--- src/rtl/cv32e40p_retire_tracer_if.sv ---
// cv32e40p_retire_tracer_if: valid/ready retire record port between the tracer and its consumer.
// trc_stall_o exists only when TRACER_STALL_CNT_EN is defined.
interface cv32e40p_retire_tracer_if #(parameter int SEQ_W = 16);
  logic             trc_valid_o;
  logic             trc_ready_i;
  logic [31:0]      trc_pc_o;
  logic [31:0]      trc_instr_o;
  logic             trc_we_o;
  logic [5:0]       trc_waddr_o;
  logic [31:0]      trc_wdata_o;
  logic [SEQ_W-1:0] trc_seq_o;
`ifdef TRACER_STALL_CNT_EN
  logic [7:0]       trc_stall_o;
`endif
  modport master (
    input  trc_ready_i,
    output trc_valid_o, trc_pc_o, trc_instr_o, trc_we_o, trc_waddr_o, trc_wdata_o, trc_seq_o
`ifdef TRACER_STALL_CNT_EN
    , trc_stall_o
`endif
  );
  modport slave (
    output trc_ready_i,
    input  trc_valid_o, trc_pc_o, trc_instr_o, trc_we_o, trc_waddr_o, trc_wdata_o, trc_seq_o
`ifdef TRACER_STALL_CNT_EN
    , trc_stall_o
`endif
  );
endinterface

--- src/rtl/cv32e40p_retire_tracer.sv ---
// cv32e40p_retire_tracer: pairs ID->EX issues with EX retires and emits ordered retire records.
// Optional per-entry stall counter enabled by defining TRACER_STALL_CNT_EN.
module cv32e40p_retire_tracer #(
  parameter int ISS_DEPTH = 4,
  parameter int OUT_DEPTH = 8,
  parameter int SEQ_W     = 16
) (
  input  logic        clk_i,
  input  logic        rst_i,
  input  logic        instr_valid_id_i,
  input  logic        id_ready_i,
  input  logic [31:0] pc_id_i,
  input  logic [31:0] instr_rdata_id_i,
  input  logic        ex_valid_i,
  input  logic        ex_ready_i,
  input  logic        wb_we_i,
  input  logic [5:0]  wb_waddr_i,
  input  logic [31:0] wb_wdata_i,
  input  logic        flush_i,
  cv32e40p_retire_tracer_if.master trc,
  output logic        iss_overflow_o,
  output logic        retire_orphan_o,
  output logic [15:0] drop_cnt_o
);
  localparam int IW = $clog2(ISS_DEPTH);
  localparam int OW = $clog2(OUT_DEPTH);

  typedef struct packed {
    logic [31:0] pc;
    logic [31:0] instr;
`ifdef TRACER_STALL_CNT_EN
    logic [7:0]  stall;
`endif
  } iss_t;

  typedef struct packed {
    logic [31:0]      pc;
    logic [31:0]      instr;
    logic             we;
    logic [5:0]       waddr;
    logic [31:0]      wdata;
    logic [SEQ_W-1:0] seq;
`ifdef TRACER_STALL_CNT_EN
    logic [7:0]       stall;
`endif
  } rec_t;

  iss_t             iss_mem_q [ISS_DEPTH];
  iss_t             iss_mem_d [ISS_DEPTH];
  logic [IW-1:0]    iss_rd_q, iss_rd_d, iss_wr_q, iss_wr_d;
  logic [IW:0]      iss_cnt_q, iss_cnt_d;
  rec_t             out_mem_q [OUT_DEPTH];
  rec_t             out_mem_d [OUT_DEPTH];
  logic [OW-1:0]    out_rd_q, out_rd_d, out_wr_q, out_wr_d;
  logic [OW:0]      out_cnt_q, out_cnt_d;
  logic [SEQ_W-1:0] seq_q, seq_d;
  logic             ovf_q, ovf_d, orph_q, orph_d;
  logic [15:0]      drop_q, drop_d;
  logic             iss, ret, pop, push, out_pop, out_wr;
  iss_t             head;
  rec_t             rec, out_head;

  always_comb begin
    iss = instr_valid_id_i & id_ready_i;
    ret = ex_valid_i & ex_ready_i;
    pop = ret & (iss_cnt_q != '0);
    head = iss_mem_q[iss_rd_q];
    iss_mem_d = iss_mem_q;
`ifdef TRACER_STALL_CNT_EN
    for (int i = 0; i < ISS_DEPTH; i++)
      iss_mem_d[i].stall = iss_mem_q[i].stall + {7'd0, iss_mem_q[i].stall != 8'hFF};
`endif
    // order within a cycle: pop, then flush, then push
    iss_rd_d = flush_i ? iss_wr_q : iss_rd_q + IW'(pop);
    iss_cnt_d = flush_i ? '0 : iss_cnt_q - (IW+1)'(pop);
    push = iss & (iss_cnt_d != (IW+1)'(ISS_DEPTH));
    iss_wr_d = iss_wr_q + IW'(push);
    iss_cnt_d = iss_cnt_d + (IW+1)'(push);
    if (push) begin
      iss_mem_d[iss_wr_q].pc = pc_id_i;
      iss_mem_d[iss_wr_q].instr = instr_rdata_id_i;
`ifdef TRACER_STALL_CNT_EN
      iss_mem_d[iss_wr_q].stall = '0;
`endif
    end
    rec.pc = head.pc;
    rec.instr = head.instr;
    rec.we = wb_we_i;
    rec.waddr = wb_we_i ? wb_waddr_i : '0;
    rec.wdata = wb_we_i ? wb_wdata_i : '0;
    rec.seq = seq_q;
`ifdef TRACER_STALL_CNT_EN
    rec.stall = head.stall + {7'd0, head.stall != 8'hFF};
`endif
    out_pop = (out_cnt_q != '0) & trc.trc_ready_i;
    out_wr = pop & ((out_cnt_q != (OW+1)'(OUT_DEPTH)) | out_pop);
    out_mem_d = out_mem_q;
    if (out_wr) out_mem_d[out_wr_q] = rec;
    out_wr_d = out_wr_q + OW'(out_wr);
    out_rd_d = out_rd_q + OW'(out_pop);
    out_cnt_d = out_cnt_q + (OW+1)'(out_wr) - (OW+1)'(out_pop);
    seq_d = seq_q + SEQ_W'(pop);
    ovf_d = ovf_q | (iss & ~push);
    orph_d = orph_q | (ret & ~pop);
    drop_d = drop_q + {15'd0, pop & ~out_wr & (drop_q != 16'hFFFF)};
    out_head = (out_cnt_q != '0) ? out_mem_q[out_rd_q] : '0;
  end

  always_ff @(posedge clk_i) begin
    if (rst_i) begin
      iss_mem_q <= '{default: '0};
      iss_rd_q <= '0;
      iss_wr_q <= '0;
      iss_cnt_q <= '0;
      out_mem_q <= '{default: '0};
      out_rd_q <= '0;
      out_wr_q <= '0;
      out_cnt_q <= '0;
      seq_q <= '0;
      ovf_q <= 1'b0;
      orph_q <= 1'b0;
      drop_q <= '0;
    end else begin
      iss_mem_q <= iss_mem_d;
      iss_rd_q <= iss_rd_d;
      iss_wr_q <= iss_wr_d;
      iss_cnt_q <= iss_cnt_d;
      out_mem_q <= out_mem_d;
      out_rd_q <= out_rd_d;
      out_wr_q <= out_wr_d;
      out_cnt_q <= out_cnt_d;
      seq_q <= seq_d;
      ovf_q <= ovf_d;
      orph_q <= orph_d;
      drop_q <= drop_d;
    end
  end

  assign trc.trc_valid_o = out_cnt_q != '0;
  assign trc.trc_pc_o = out_head.pc;
  assign trc.trc_instr_o = out_head.instr;
  assign trc.trc_we_o = out_head.we;
  assign trc.trc_waddr_o = out_head.waddr;
  assign trc.trc_wdata_o = out_head.wdata;
  assign trc.trc_seq_o = out_head.seq;
`ifdef TRACER_STALL_CNT_EN
  assign trc.trc_stall_o = out_head.stall;
`endif
  assign iss_overflow_o = ovf_q;
  assign retire_orphan_o = orph_q;
  assign drop_cnt_o = drop_q;
endmodule

--- src/flat_wrapper.sv ---
// flat-port wrapper written by rule: the top's interface ports become plain ports
module cv32e40p_retire_tracer_flat 
#(
  parameter int ISS_DEPTH = 4,
  parameter int OUT_DEPTH = 8,
  parameter int SEQ_W     = 16
)
  (clk_i, rst_i, instr_valid_id_i, id_ready_i, pc_id_i, instr_rdata_id_i, ex_valid_i, ex_ready_i, wb_we_i, wb_waddr_i, wb_wdata_i, flush_i, iss_overflow_o, retire_orphan_o, drop_cnt_o, trc_trc_ready_i, trc_trc_valid_o, trc_trc_pc_o, trc_trc_instr_o, trc_trc_we_o, trc_trc_waddr_o, trc_trc_wdata_o, trc_trc_seq_o);
  cv32e40p_retire_tracer_if #(.SEQ_W(SEQ_W)) trc_i ();
  input  logic clk_i;
  input  logic rst_i;
  input  logic instr_valid_id_i;
  input  logic id_ready_i;
  input  logic [31:0] pc_id_i;
  input  logic [31:0] instr_rdata_id_i;
  input  logic ex_valid_i;
  input  logic ex_ready_i;
  input  logic wb_we_i;
  input  logic [5:0] wb_waddr_i;
  input  logic [31:0] wb_wdata_i;
  input  logic flush_i;
  output logic iss_overflow_o;
  output logic retire_orphan_o;
  output logic [15:0] drop_cnt_o;
  input wire logic [$bits(trc_i.trc_ready_i)-1:0] trc_trc_ready_i;
  output wire logic [$bits(trc_i.trc_valid_o)-1:0] trc_trc_valid_o;
  output wire logic [$bits(trc_i.trc_pc_o)-1:0] trc_trc_pc_o;
  output wire logic [$bits(trc_i.trc_instr_o)-1:0] trc_trc_instr_o;
  output wire logic [$bits(trc_i.trc_we_o)-1:0] trc_trc_we_o;
  output wire logic [$bits(trc_i.trc_waddr_o)-1:0] trc_trc_waddr_o;
  output wire logic [$bits(trc_i.trc_wdata_o)-1:0] trc_trc_wdata_o;
  output wire logic [$bits(trc_i.trc_seq_o)-1:0] trc_trc_seq_o;
  assign trc_i.trc_ready_i = trc_trc_ready_i;
  assign trc_trc_valid_o = trc_i.trc_valid_o;
  assign trc_trc_pc_o = trc_i.trc_pc_o;
  assign trc_trc_instr_o = trc_i.trc_instr_o;
  assign trc_trc_we_o = trc_i.trc_we_o;
  assign trc_trc_waddr_o = trc_i.trc_waddr_o;
  assign trc_trc_wdata_o = trc_i.trc_wdata_o;
  assign trc_trc_seq_o = trc_i.trc_seq_o;
  cv32e40p_retire_tracer #(.ISS_DEPTH(ISS_DEPTH), .OUT_DEPTH(OUT_DEPTH), .SEQ_W(SEQ_W)) u_core (.clk_i(clk_i), .rst_i(rst_i), .instr_valid_id_i(instr_valid_id_i), .id_ready_i(id_ready_i), .pc_id_i(pc_id_i), .instr_rdata_id_i(instr_rdata_id_i), .ex_valid_i(ex_valid_i), .ex_ready_i(ex_ready_i), .wb_we_i(wb_we_i), .wb_waddr_i(wb_waddr_i), .wb_wdata_i(wb_wdata_i), .flush_i(flush_i), .trc(trc_i), .iss_overflow_o(iss_overflow_o), .retire_orphan_o(retire_orphan_o), .drop_cnt_o(drop_cnt_o));
endmodule
--- config.mk ---
export PLATFORM = sky130hd
export DESIGN_NAME = cv32e40p_retire_tracer_flat
export DESIGN_NICKNAME = d
export VERILOG_FILES = /design/src/rtl/cv32e40p_retire_tracer_if.sv /design/src/rtl/cv32e40p_retire_tracer.sv /design/src/flat_wrapper.sv
export SDC_FILE = /design/constraint.sdc
export NUM_CORES = 2
export LEC_CHECK = 0
export CAP_MARGIN = 30
export CORE_UTILIZATION = 55
export CTS_CLUSTER_DIAMETER = 120
export DETAILED_ROUTE_END_ITERATION = 16
export PLACE_DENSITY_LB_ADDON = 0.08
export SYNTH_ARGS = -nofsm -noshare
export SYNTH_HDL_FRONTEND = slang
export SYNTH_SLANG_ARGS = --single-unit
--- constraint.sdc ---
create_clock -name clk_i -period 4 [get_ports clk_i]
set_input_delay 0.6 -clock clk_i [delete_from_list [all_inputs] [get_ports clk_i]]
set_output_delay 0.6 -clock clk_i [all_outputs]
set_load 0.01 [all_outputs]
Yosys cells after proc, flatten, opt, wreduce, memory -nomap -nowiden --
Index checks and enable logic that the tools add are counted.
Word-level totals: logic and storage cells 129, memories kept 0, output and inout port bits 138, memory bits (read-only) 0, latch bits 0, bits in writable memories 0, flip-flop bits (word level) 1259
Operators by class: $mul 0, shifts and indexed selects 0, add/sub/neg operators 10, bitwise operators 20, reductions and logical operators 4, eq/ne operators 3, divide/modulo/power cells 0, mux-type cells 20, $lt $le $gt $ge 6
Operator list (number):
- bitwise mux 952 bit | 1
- bitwise mux 256 bit | 2
- 2-to-1 mux 119 bit | 4
- binary-select mux 119 bit (select 3 bit) | 1
- demux 119 bit (select 3 bit) | 1
- demux 64 bit (select 2 bit) | 2
- 2-to-1 mux 64 bit | 3
- binary-select mux 64 bit (select 2 bit) | 1
- 2-to-1 mux 32 bit | 2
- adder 16 x 1 -> 16 bit | 2
- inequality test 16 bit, second input constant | 1
- bitwise AND 1 bit | 10
- adder 3 x 1 -> 3 bit | 3
- greater-or-equal comparator 4 bit, second input constant | 2
- NOT 3 -> 4 bit | 2
- greater-or-equal comparator 3 bit, second input constant | 2
- 2-to-1 mux 6 bit | 1
- NOT 2 -> 3 bit | 2
- adder 2 x 1 -> 2 bit | 2
- adder 4 x 1 -> 4 bit | 1
- < comparator 4 x 1 -> 1 bit, second input constant | 1
- inequality test 4 bit, second input constant | 1
- nonzero test 4 bit | 1
- subtractor 4 x 1 -> 4 bit | 1
- other kinds (9) | 14

Longest topological paths before layout --
word-level depth 9, mapped depth 13, mapped depth without buffers 12

Least setup slack after synthesis --
OpenSTA, ideal clock, no wires.
path type register to register, start register u_core.iss_cnt_q[2], end register u_core.iss_mem_q[128] (netlist name), setup time 0.126 ns, path slack 0.832 ns, period minus slack after synthesis 3.168 ns, stages on the path, launching flop included 13, arrival time 3.042 ns, path buffers 4, required time 3.874 ns, cells stage by stage dfxtp_1 > o311ai_4 > inv_2 > buf_4 > ha_1 > ha_1 > xnor2_2 > nor3_1 > or3_1 > clkbuf_1 > buf_2 > buf_2 > mux2i_1
Between the ends: longest elaborated chain between the ends 6
RTL lines:
- from (decl) | line cv32e40p_retire_tracer.sv:51 | logic [IW:0] iss_cnt_q, iss_cnt_d;
- from (signal assigned) | line cv32e40p_retire_tracer.sv:127 | iss_cnt_q <= iss_cnt_d;
- nonzero test 3 bit | line cv32e40p_retire_tracer.sv:66 | pop = ret & (iss_cnt_q != '0);
- bitwise AND 1 bit | line cv32e40p_retire_tracer.sv:66
- subtractor 3 x 1 -> 3 bit (*) | line cv32e40p_retire_tracer.sv:75 | iss_cnt_d = flush_i ? '0 : iss_cnt_q - (IW+1)'(pop);
- 2-to-1 mux 3 bit (*) | line cv32e40p_retire_tracer.sv:75
- inequality test 3 bit (*) | line cv32e40p_retire_tracer.sv:76 | push = iss & (iss_cnt_d != (IW+1)'(ISS_DEPTH));
- bitwise AND 1 bit (*) | line cv32e40p_retire_tracer.sv:76
- to (signal assigned) | line cv32e40p_retire_tracer.sv:124 | iss_mem_q <= iss_mem_d;
- to (decl) | line cv32e40p_retire_tracer.sv:48 | iss_t iss_mem_q [ISS_DEPTH];
Mark *: on every way between the ends. The rest lies on a longest branch, timed or not. A chain may end at the register's enable or synchronous reset.

Final worst setup path --
start register u_core.out_rd_q[0], end output port trc_trc_instr_o[8]
Between the ends: longest elaborated chain between the ends 5
RTL lines:
- from (decl) | line cv32e40p_retire_tracer.sv:54 | logic [OW-1:0] out_rd_q, out_rd_d, out_wr_q, out_wr_d;
- from (signal assigned) | line cv32e40p_retire_tracer.sv:129 | out_rd_q <= out_rd_d;
- NOT 3 -> 4 bit (implied by the code) | line cv32e40p_retire_tracer.sv:106 | out_head = (out_cnt_q != '0) ? out_mem_q[out_rd_q] : '0;
- binary-select mux 119 bit (select 3 bit) | line cv32e40p_retire_tracer.sv:106
- 2-to-1 mux 119 bit (implied by the code) (2 in series) | line cv32e40p_retire_tracer.sv:106
- 2-to-1 mux 119 bit | line cv32e40p_retire_tracer.sv:106
- to (decl) | line flat_wrapper.sv:28 | output wire logic [$bits(trc_i.trc_instr_o)-1:0] trc_trc_instr_o;
No other way between the ends. The select of a mux whose other input is x is not followed.

==> reports/results.md <==
| Parameter | Reported | Unit |
|:---|:---|:---|
| Run status | completed | - |
| DIE WIDTH | 314 | µm |
| Number of design rule violations left after detail routing | 0 | - |
| Final Hold Vio Count | 0 | - |
| Area of the core | 95600 | µm² |
| Die Outline Area | 98400 | µm² |
| Share of cells above drive strength 1 | 0.111 | - |
| Buffers on Ports | 248 | - |
| Top area cells in the synthesized netlist | sky130_fd_sc_hd__dfxtp_1 (47%), sky130_fd_sc_hd__mux4_2 (13%), sky130_fd_sc_hd__nand2_1 (12%), sky130_fd_sc_hd__a21oi_1 (7.9%), sky130_fd_sc_hd__nand3b_1 (4.3%) | - |
| Clock tree from TritonCTS | done | - |
| Maximum number of pins on one net before global-route repair | 190 | - |
| Standard cell area after detailed placement | 57200 | µm² |
| Total non-filler cell area in the finished layout | 61500 | µm² |
| Num ports | 249 | - |
| Mapped Nets | 6048 | - |
| Top cell type by total area after synthesis | sky130_fd_sc_hd__dfxtp_1 | - |
| Dpl hpwl | 84500 | µm |
| Multiplexer share of the synthesized area | 0.162 | - |
| Fin nets | 6030 | - |
| Vias in the first global route | 40800 | - |
| Compound-Gate Fraction of Synth Area | 0.116 | - |
| Post-CTS Setup Repair Bufs | 0 | - |
| Wire length of the first global-routing pass | 232000 | µm |
| Dominant combinational cell family by area after synthesis | simple AND/OR/NAND/NOR gates | - |
| Crit path launch type | flip-flop | - |
| Routed Wire Length | 148000 | µm |
| FF+latch count, synth | 1259 | - |
| Average routed wire per standard cell | 20.4 | µm |
| Synth Area in XOR/XNOR | 0.00506 | - |
| Via count | 42300 | - |
| Area taken by flip-flops and latches | 25200 | µm² |
| Total Neg Setup Slack | 0 | ns |
| PwrDens | 466 | nW/µm² |
| Worst-case clock buffer depth | 3 | - |
| Prevailing post-synth register cell | sky130_fd_sc_hd__dfxtp_1 | - |
| Cell area after synthesis | 53400 | µm² |
| Setup-failing EPs final | 0 | - |
| Synth Instances | 5917 | - |
| Total power of the final layout | 28.7 | mW |
| Critical path data arrival time | 3.30 | ns |
| Share of the synthesized area in the top cell type | 0.472 | - |
| DRT iter0 DRCs | 4164 | - |
| Later-pin clock latency in the skew report | 0.75 | ns |
| Maximum ir drop on the vdd rail | 0.411 | mV |
| Critical path peak fanout | 34 | - |
| Final number of max-transition violations | 0 | - |
| RR Startpoint | u_core.out_cnt_q[2] | - |
| Area growth from synthesis to final layout | 15.1 | % |
| Number of antenna violations at the first check in global routing | 2 | - |
| Ratio of routed vias to standard cells | 5.82 | - |
| H-tree levels | 4 | - |
| Critical hold path startpoint | rst_i | - |
| Count of distinct cell types in the synthesized netlist | 52 | - |
| DP Worst Slack | 0.480 | ns |
| Tightest Hold Check Type | in -> reg | - |
| Initial standard-cell utilization of the core | 0.559 | - |
| Antenna-violating nets left | 0 | - |
| Cell row count | 113 | - |
| Relative slew slack | 0.308 | - |
| Launching element of the worst setup path | u_core.out_rd_q[0] | - |
| Final Hold Slack | 0.442 | ns |
| Critical Path RT | 3.40 | ns |
| Asr flop ratio synth | 0 | - |
| Minimum setup slack in the final design | 0.0969 | ns |
| Height of the die | 314 | µm |
| Clock-pin slew of the registers on the worst-case setup and hold paths | 0.06 | ns |
| Aggregate global routing overflow | 0 | - |
| Endpoint class of the critical path | output port | - |
| Drt first pass iters | 6 | - |
| Minimum setup slack among reg-to-reg paths | 0.89 | ns |
| Last weighted congestion value of the routability-driven placer | 0.784 | - |
| Max-capacitance violation count | 0 | - |
| Overall track demand over capacity in global routing | 0.298 | - |
| Warnings from Yosys | 0 | - |
| Clk Tree Root Cell | sky130_fd_sc_hd__clkbuf_16 | - |
| Portion of the post-synthesis area used by sequential elements | 0.472 | - |
| Fmax | 0.256 | GHz |
| EDFF count, synth | 0 | - |
| Worst Clk Skew | 0.0200 | ns |
| Avg Synthesized Cell Area | 9.03 | µm² |
| Basic-gate share of the synthesized area counting and, or, nand and nor cells | 0.199 | - |
| Multi-input gate area | 26300 | µm² |
| Fraction of the cycle the final worst path needs | 0.976 | - |
| Fin crit period | 3.90 | ns |
| WS Path Type | reg -> out | - |
| Leakage dissipation | 19.9 | nW |
| Clock sink count | 1259 | - |
| Least-Margin Pin Slew | 1.04 | ns |
| Filler cell count | 7969 | - |
| Number of buffers created by CTS | 132 | - |
| Adder and majority gate portion of the synthesized area | 0.00482 | - |
## power breakdown
part           leakage (nW)  switching, mW  internal (mW)
clock                  2.15           5.04           7.24
combinational          7.63           2.23           1.42
sequential             10.1          0.114           12.6
## kinds of logic after synthesis
| group | count (synthesis) |
|---|---|
| simple gates | 2400 |
| flops | 1259 |
| xor+xnor | 30 |
| fa+ha+maj | 20 |
| buf+inv | 533 |
| compound gates | 1188 |
| mux | 487 |
## synth_stat cells (all sizes together), types with 2 or more instances
library cell,count
a2111oi,6
a21oi,848
a31o,2
a31oi,2
and2,6
and3,2
and4,4
buf,156
clkbuf,363
dfxtp,1259
ha,19
inv,13
mux2i,184
mux4,302
nand2,1733
nand2b,132
nand3,12
nand3b,304
nand4,11
nor2,163
nor2b,16
nor3,6
nor4,3
o2111a,2
o2111ai,8
o21ai,308
o31a,3
o31ai,5
or3,2
or4,2
xnor2,15
xor2,15
## metrics by stage
stage,utilization,instances
5_1_grt,0.644,7263
2_1_floorplan,-,5917
6_report,0.644,7265
3_5_place_dp,0.598,7029
4_1_cts,0.643,7262
3_3_place_gp,0.598,7027
## state kept, by name (all words and copies together) (netlist names)
name	cells
u_core.out_mem_q	952
u_core.drop_cnt_o	16
u_core.out_wr_q	3
u_core.iss_overflow_o	1
u_core.iss_mem_q	256
u_core.iss_cnt_q	3
u_core.iss_wr_q	2
u_core.seq_q	16
u_core.out_rd_q	3
u_core.out_cnt_q	4
u_core.iss_rd_q	2
u_core.retire_orphan_o	1
## layout make-up
type	count	area share
tap	1265	0.0257
antenna	2	0.0000814
clock inverter	32	0.00492
timing repair buffer	367	0.0662
clock buffer	201	0.0654
sequential	1259	0.410
inverter	14	0.000854
multi-input combinational	4125	0.427
## critical path, cell delays in order (launching register included)
cell,delay [ns]
sky130_fd_sc_hd__dfxtp_4,0.52
sky130_fd_sc_hd__buf_16,0.30
sky130_fd_sc_hd__mux4_2,0.54
sky130_fd_sc_hd__mux2i_1,0.53
sky130_fd_sc_hd__nor2_1,0.10
sky130_fd_sc_hd__clkdlybuf4s50_1,0.51
## metal layers
| metal | up-vias | part of all wire | track usage |
|---|---|---|---|
| li1 | 20200 | - | - |
| met1 | 20600 | 0.44 | 0.407 |
| met2 | 1353 | 0.48 | 0.487 |
| met3 | 214 | 0.061 | 0.0462 |
| met4 | 0 | 0.024 | 0.0924 |
| met5 | - | 0 | 0 |
## placed cells by master, fill, tap and decap left out, types with 3 or more instances in the layout
master / netlist / routed
sky130_fd_sc_hd__a2111oi_4: 3 / 6
sky130_fd_sc_hd__a21oi_1: 848 / 848
sky130_fd_sc_hd__and2_1: 6 / 5
sky130_fd_sc_hd__and4_1: 4 / 4
sky130_fd_sc_hd__buf_12: 0 / 53
sky130_fd_sc_hd__buf_4: 10 / 63
sky130_fd_sc_hd__bufinv_16: 0 / 5
sky130_fd_sc_hd__clkbuf_1: 362 / 32
sky130_fd_sc_hd__clkbuf_16: 0 / 140
sky130_fd_sc_hd__clkbuf_8: 0 / 29
sky130_fd_sc_hd__clkdlybuf4s50_1: 0 / 247
sky130_fd_sc_hd__clkinv_2: 0 / 24
sky130_fd_sc_hd__dfxtp_1: 1259 / 1254
sky130_fd_sc_hd__dfxtp_4: 0 / 5
sky130_fd_sc_hd__ha_1: 19 / 19
sky130_fd_sc_hd__inv_1: 12 / 12
sky130_fd_sc_hd__mux2i_1: 184 / 181
sky130_fd_sc_hd__mux2i_2: 0 / 3
sky130_fd_sc_hd__mux4_2: 302 / 302
sky130_fd_sc_hd__nand2_1: 1733 / 1733
sky130_fd_sc_hd__nand2b_1: 132 / 132
sky130_fd_sc_hd__nand3_1: 12 / 12
sky130_fd_sc_hd__nand3b_1: 304 / 304
sky130_fd_sc_hd__nand4_1: 11 / 11
sky130_fd_sc_hd__nor2_1: 163 / 163
sky130_fd_sc_hd__nor2b_1: 16 / 14
sky130_fd_sc_hd__nor3_1: 6 / 6
sky130_fd_sc_hd__nor4_1: 3 / 3
sky130_fd_sc_hd__o2111ai_4: 0 / 8
sky130_fd_sc_hd__o21ai_0: 290 / 290
sky130_fd_sc_hd__o21ai_1: 18 / 18
sky130_fd_sc_hd__o31a_2: 0 / 3
sky130_fd_sc_hd__o31ai_4: 0 / 3
sky130_fd_sc_hd__xnor2_1: 14 / 14
sky130_fd_sc_hd__xor2_1: 15 / 15
## final timing paths
path	to	depth (start not counted)
setup / recovery	trc_trc_instr_o[8]	5
hold / removal	u_core.out_mem_q[253]	2
hold reg to reg	u_core.out_mem_q[104]	2
setup reg to reg	u_core.out_mem_q[695]	8
## repair_timing
item,CTS,global route
hold buffers,0,0
gates resized for setup,0,5
setup endpoints to repair,0,7
Note: power is estimated with default switching activity, not from simulation.
